## src/rtl/proc_pkg.sv

```systemverilog
// Shared encodings for the sequencer and control unit: state codes, bus sources, ALU functions.
// Latency: none (types, constants and a pure helper function only).
// Backpressure: not applicable.
package proc_pkg;

  typedef enum logic [5:0] {
    S_IDLE   = 6'd0,
    S_FETCH1 = 6'd1,
    S_FETCH2 = 6'd2,
    S_FETCH3 = 6'd3,
    S_FETCH4 = 6'd4,
    S_FETCH5 = 6'd5,
    S_CLAC   = 6'd6,
    S_LDAC1  = 6'd7,
    S_LDAC2  = 6'd8,
    S_LDAC3  = 6'd9,
    S_LDAC4  = 6'd10,
    S_STAC1  = 6'd11,
    S_STAC2  = 6'd12,
    S_STAC3  = 6'd13,
    S_STAC4  = 6'd14,
    S_MVACR  = 6'd15,
    S_MVRAC  = 6'd16,
    S_ADD    = 6'd17,
    S_MUL    = 6'd18
  } state_e;

  // Highest legal state code; anything above is treated as illegal.
  localparam logic [5:0] LAST_STATE = 6'd18;

  typedef enum logic [2:0] {
    BUS_NONE = 3'd0,
    BUS_PC   = 3'd1,
    BUS_DR   = 3'd2,
    BUS_AC   = 3'd3,
    BUS_R    = 3'd4,
    BUS_MEM  = 3'd5
  } bus_sel_e;

  typedef enum logic [1:0] {
    ALU_PASS = 2'd0,
    ALU_ADD  = 2'd1,
    ALU_MUL  = 2'd2
  } alu_op_e;

  // One decoded control word for the datapath.
  typedef struct packed {
    logic     ar_load;
    logic     pc_inc;
    logic     mem_rd;
    logic     mem_wr;
    logic     dr_load;
    logic     ir_load;
    logic     ac_load;
    logic     ac_clear;
    logic     r_load;
    bus_sel_e bus_sel;
    alu_op_e  alu_op;
  } ctrl_t;

  // True for the last state of every instruction's execute phase.
  function automatic logic is_retire(input logic [5:0] s);
    return (s == S_CLAC)  || (s == S_LDAC4) || (s == S_STAC4) ||
           (s == S_MVACR) || (s == S_MVRAC) || (s == S_ADD)   ||
           (s == S_MUL);
  endfunction

endpackage

```

## src/rtl/ctrl_decode.sv

```systemverilog
// Combinational map from sequencer state code to the datapath control word.
// Latency: zero cycles (pure combinational; the parent registers the result).
// Backpressure: none; a new state is decoded every cycle.
import proc_pkg::*;

module ctrl_decode (
  input  logic [5:0] state,
  output ctrl_t      ctrl
);

  // Every field idles at zero; each legal state row raises only its own strobes.
  always_comb begin
    ctrl = '0;
    case (state)
      S_FETCH1, S_LDAC1, S_STAC1: begin
        ctrl.bus_sel = BUS_PC;
        ctrl.ar_load = 1'b1;
      end
      S_FETCH2, S_LDAC2, S_STAC2: begin
        ctrl.mem_rd = 1'b1;
        ctrl.pc_inc = 1'b1;
      end
      S_FETCH3, S_LDAC3, S_STAC3: begin
        ctrl.bus_sel = BUS_MEM;
        ctrl.dr_load = 1'b1;
      end
      S_FETCH4: begin
        ctrl.bus_sel = BUS_DR;
        ctrl.ir_load = 1'b1;
      end
      S_CLAC: ctrl.ac_clear = 1'b1;
      S_LDAC4: begin
        ctrl.bus_sel = BUS_DR;
        ctrl.ac_load = 1'b1;
        ctrl.alu_op  = ALU_PASS;
      end
      S_STAC4: begin
        ctrl.bus_sel = BUS_AC;
        ctrl.mem_wr  = 1'b1;
      end
      S_MVACR: begin
        ctrl.bus_sel = BUS_AC;
        ctrl.r_load  = 1'b1;
      end
      S_MVRAC: begin
        ctrl.bus_sel = BUS_R;
        ctrl.ac_load = 1'b1;
        ctrl.alu_op  = ALU_PASS;
      end
      S_ADD: begin
        ctrl.bus_sel = BUS_R;
        ctrl.ac_load = 1'b1;
        ctrl.alu_op  = ALU_ADD;
      end
      S_MUL: begin
        ctrl.bus_sel = BUS_R;
        ctrl.ac_load = 1'b1;
        ctrl.alu_op  = ALU_MUL;
      end
      // idle, fetch5 and illegal codes keep the all-zero default
      default: ;
    endcase
  end

endmodule

```

## src/rtl/control_unit.sv

```systemverilog
// Registers decoded datapath strobes and tracks retired count, halt pulse, illegal flag and busy.
// Latency: one cycle from state sample to every output.
// Backpressure: none; the sequencer state is consumed every cycle.
import proc_pkg::*;

module control_unit #(
  parameter int CNT_W = 16
) (
  input  logic             clock,
  input  logic             reset,
  input  logic [5:0]       state,
  output logic             ar_load,
  output logic             pc_inc,
  output logic             mem_rd,
  output logic             mem_wr,
  output logic             dr_load,
  output logic             ir_load,
  output logic             ac_load,
  output logic             ac_clear,
  output logic             r_load,
  output logic [2:0]       bus_sel,
  output logic [1:0]       alu_op,
  output logic [CNT_W-1:0] retired,
  output logic             halted,
  output logic             illegal,
  output logic             busy
);

  localparam logic [CNT_W-1:0] CNT_ONE = {{(CNT_W-1){1'b0}}, 1'b1};

  logic [5:0] prev_state;
  ctrl_t      dec;

  ctrl_decode u_decode (
    .state (state),
    .ctrl  (dec)
  );

  // Register the control word and status; reset wins over every other update.
  always_ff @(posedge clock) begin
    if (reset) begin
      ar_load    <= 1'b0;
      pc_inc     <= 1'b0;
      mem_rd     <= 1'b0;
      mem_wr     <= 1'b0;
      dr_load    <= 1'b0;
      ir_load    <= 1'b0;
      ac_load    <= 1'b0;
      ac_clear   <= 1'b0;
      r_load     <= 1'b0;
      bus_sel    <= 3'd0;
      alu_op     <= 2'd0;
      retired    <= '0;
      halted     <= 1'b0;
      illegal    <= 1'b0;
      busy       <= 1'b0;
      prev_state <= S_IDLE;
    end else begin
      ar_load    <= dec.ar_load;
      pc_inc     <= dec.pc_inc;
      mem_rd     <= dec.mem_rd;
      mem_wr     <= dec.mem_wr;
      dr_load    <= dec.dr_load;
      ir_load    <= dec.ir_load;
      ac_load    <= dec.ac_load;
      ac_clear   <= dec.ac_clear;
      r_load     <= dec.r_load;
      bus_sel    <= dec.bus_sel;
      alu_op     <= dec.alu_op;
      // counter wraps naturally at its width
      if (is_retire(state))
        retired <= retired + CNT_ONE;
      halted     <= (prev_state == S_FETCH5) && (state == S_IDLE);
      illegal    <= illegal || (state > LAST_STATE);
      busy       <= (state != S_IDLE);
      prev_state <= state;
    end
  end

endmodule

```

## config.mk

```make
export PLATFORM = sky130hd
export DESIGN_NAME = control_unit
export DESIGN_NICKNAME = d
export VERILOG_FILES = /design/src/rtl/proc_pkg.sv /design/src/rtl/ctrl_decode.sv /design/src/rtl/control_unit.sv
export SDC_FILE = /design/constraint.sdc
export NUM_CORES = 1
export LEC_CHECK = 0
export ABC_AREA = 1
export CAP_MARGIN = 20
export CORE_AREA = 8 8 67 69
export CTS_CLUSTER_SIZE = 24
export DETAILED_ROUTE_END_ITERATION = 8
export DIE_AREA = 0 0 75 77
export MAX_ROUTING_LAYER = met4
export PLACE_DENSITY = 0.78
export SYNTH_ARGS = -nofsm -noshare
export SYNTH_HDL_FRONTEND = slang
export SYNTH_SLANG_ARGS = --single-unit
```

## constraint.sdc

```tcl
create_clock -name clock -period 2.9 [get_ports clock]
set_input_delay 0.58 -clock clock [delete_from_list [all_inputs] [get_ports clock]]
set_output_delay 0.58 -clock clock [all_outputs]
set_load 0.01 [all_outputs]
```

==> reports/qor.txt <==
Post-Synthesis Cells = 230
Reg2Reg Setup Slack = 1.44 ns
Routed Antenna Nets = 0
RSZ-0062 raised after global routing = no
Clock skew = 0.00854 ns
Slew Limit Fails = 0
Final hold vios = 0
Final Cycle Share = 67.7%
Pwr/cell area = 426 mW/mm2
CTS tree = built
Hold_buf cts = 0
Mapped Area = 0.00164 mm2
CTS max path bufs = 2
Crit path buffers/inverters = 1
DRC = 0
Relative slew slack = 74.7%
Type of origin of the critical path = register
Status = complete, no violations
Initial antenna violation count = 0
Syn_area_per_cell = 7.14 um2
Critical path data required time = 2.32 ns
Synth async-reset ratio = 0%
DR vias/cell = 4.96
Share of layout cells above drive strength 1 = 7.72%
Family with the most delay on the worst path = buffers and inverters
Area grow syn2layout = 29.6%
Final WL = 3720 um
IO Count = 41
Synth Area in XOR/XNOR = 0.534%
Slowest stage delay, CP = 0.58 ns
Post-synth top cells = nand2_1, dfxtp_1, nor2_1
Library cells used by synthesis = 24
Total of max-cap violations = 0
Post-synthesis compound-gate area fraction = 7.77%
Core area = 0.00350 mm2
DP Worst Slack = 0.681 ns
DPL Wire Length = 2800 um
Critical path type = register to output port
Ys Warns = 0
Die width = 75 um
Clk_lat worst skew = 0.34 ns
Average routed wire per standard cell = 11.6 um
Yosys reg bits = 38
Crit end category = output port
Area contributors post-synth = dfxtp_1, nand2_1, nor2_1
Vias in the first global route = 1486
Mux cell area share after synthesis = 0%
Post-synthesis adder-cell area fraction = 0.762%
Largest area contributor in the netlist = dfxtp_1
Min-Delay Path Class = register to register
Synth Flop Type = dfxtp_1
Worst slew pin tran = 0.378 ns
Most frequent cell after synthesis = nand2_1
Row cnt = 22
WP data arrival = 1.38 ns
Post-Synth Simple-Gate Area = 36.8%
Largest net degree at the start of global routing = 27
Setup Fix Bufs, Post-CTS = 0
Sink Count = 38
Nets = 280
Grt ovf = 0
TritonCTS buffer count = 5
Slowest cell on crit path = clkdlybuf4s50_1
Synthesized Nets = 239
GPL Wtd Cong = 0.986
Die height = 77 um
TritonRoute pass-1 iters = 4
Final min period = 1.96 ns
DIE AREA = 0.00578 mm2
CTS-repair resized insts = 0
CP max FO = 7
Total track usage = 14.0%
Max Freq = 509 MHz
H-tree depth = 2
First-pass GRT wire length = 6290 um
Post-synth EDFFs = 0
Cell-by-cell trace of the critical path = clkdlybuf4s50_1
1st-iter DRT viols = 116
Starting Density = 47.0%
Routed vias = 1586
Worst Slack Setup Final = 0.937 ns
CTS Root Cell = clkbuf_4
Design Power = 0.000907 W
Final Setup Violations = 0
Pleak = 0.810 nW
Setup TNS = 0 ns
Seq/Total Area, Yosys = 46.3%
Largest family of logic cells by synthesized area = simple AND/OR/NAND/NOR gates
Synth top area share = 46.3%
Peak VDD IR = 0.000318 V
IO buf count = 40
ANT cells = 0
CTS clk-pin slew, worst paths = 0.11 ns
==> worst paths after layout <==
path                                               start                        to  cells after the start
worst min register to register  prev_state[0]$_SDFF_PP0_         halted$_SDFF_PP0_                      2
worst max register to register   retired[0]$_SDFFE_PP0P_  retired[14]$_SDFFE_PP0P_                      7
worst min-delay path            prev_state[0]$_SDFF_PP0_         halted$_SDFF_PP0_                      2
worst max-delay path            retired[12]$_SDFFE_PP0P_               retired[12]                      1
==> cell type report <==
class / count / area, um2
Clock inverter: 2 / 12.5
Multi-Input combinational cell: 163 / 753
Timing Repair Buffer: 41 / 408
Fill cell: 337 / 1370
Sequential cell: 38 / 761
Inverter: 22 / 82.6
Clock buffer: 6 / 51.3
Tap cell: 48 / 60.1
==> where the power goes <==
| group | internal [W] | switching (W) | leakage (nW) |
|---|---|---|---|
| Sequential | 0.000532 | 0.00000436 | 0.309 |
| Clock | 0.000117 | 0.000173 | 0.0343 |
| Combinational | 0.0000327 | 0.0000478 | 0.466 |
==> metrics by stage <==
| stage | instance area [um2] | std cells | utilization (%) | hold WS [ns] |
|---|---|---|---|---|
| after detailed placement | 2060 | 312 | 59.1 | 0.471 |
| after CTS | 2130 | 320 | 60.9 | 0.487 |
| after floorplan | 1640 | 230 | - | 0.431 |
| after global routing | 2130 | 320 | 60.9 | 0.521 |
| after global placement | 2060 | 312 | 59.1 | 0.452 |
| final | 2130 | 320 | 60.9 | 0.476 |
==> state kept, by name, indices dropped and copies added, names as in the netlist <==
signal / flops
retired: 16
ir_load: 1
bus_sel: 3
mem_wr: 1
ac_load: 1
ar_load: 1
prev_state: 6
dr_load: 1
r_load: 1
alu_op: 2
illegal: 1
halted: 1
ac_clear: 1
busy: 1
pc_inc: 1
==> placed cells by master (no fill, tap or decap), types with 4 or more instances in the layout <==
cell type | netlist | layout
inv_2 | 4 | 4
dfxtp_1 | 38 | 38
clkdlybuf4s50_1 | 0 | 40
nor2_1 | 38 | 38
nand2_1 | 56 | 56
nand4_1 | 6 | 6
a21oi_1 | 20 | 20
clkbuf_4 | 0 | 5
inv_1 | 18 | 18
nand3_1 | 22 | 22
==> logic make-up (layout without fill, tap and decap cells) <==
group                    Yosys count  in the layout
flip-flops                        38             38
AO/OA/AOI/OAI                     25             25
buffers and inverters             29             71
adder cells (fa/ha/maj)            1              1
XOR/XNOR                           1              1
AND/OR/NAND/NOR                  136            136
==> routing by layer <==
| layer | global-route usage [%] | wire length, um | up-vias |
|---|---|---|---|
| li1 | - | - | 820 |
| met1 | 15.0 | 1640 | 718 |
| met2 | 23.3 | 1820 | 41 |
| met3 | 4.42 | 208 | 7 |
| met4 | 4.51 | 41 | 0 |
| met5 | - | 0 | - |
Note: power is estimated with default switching activity, not from simulation.
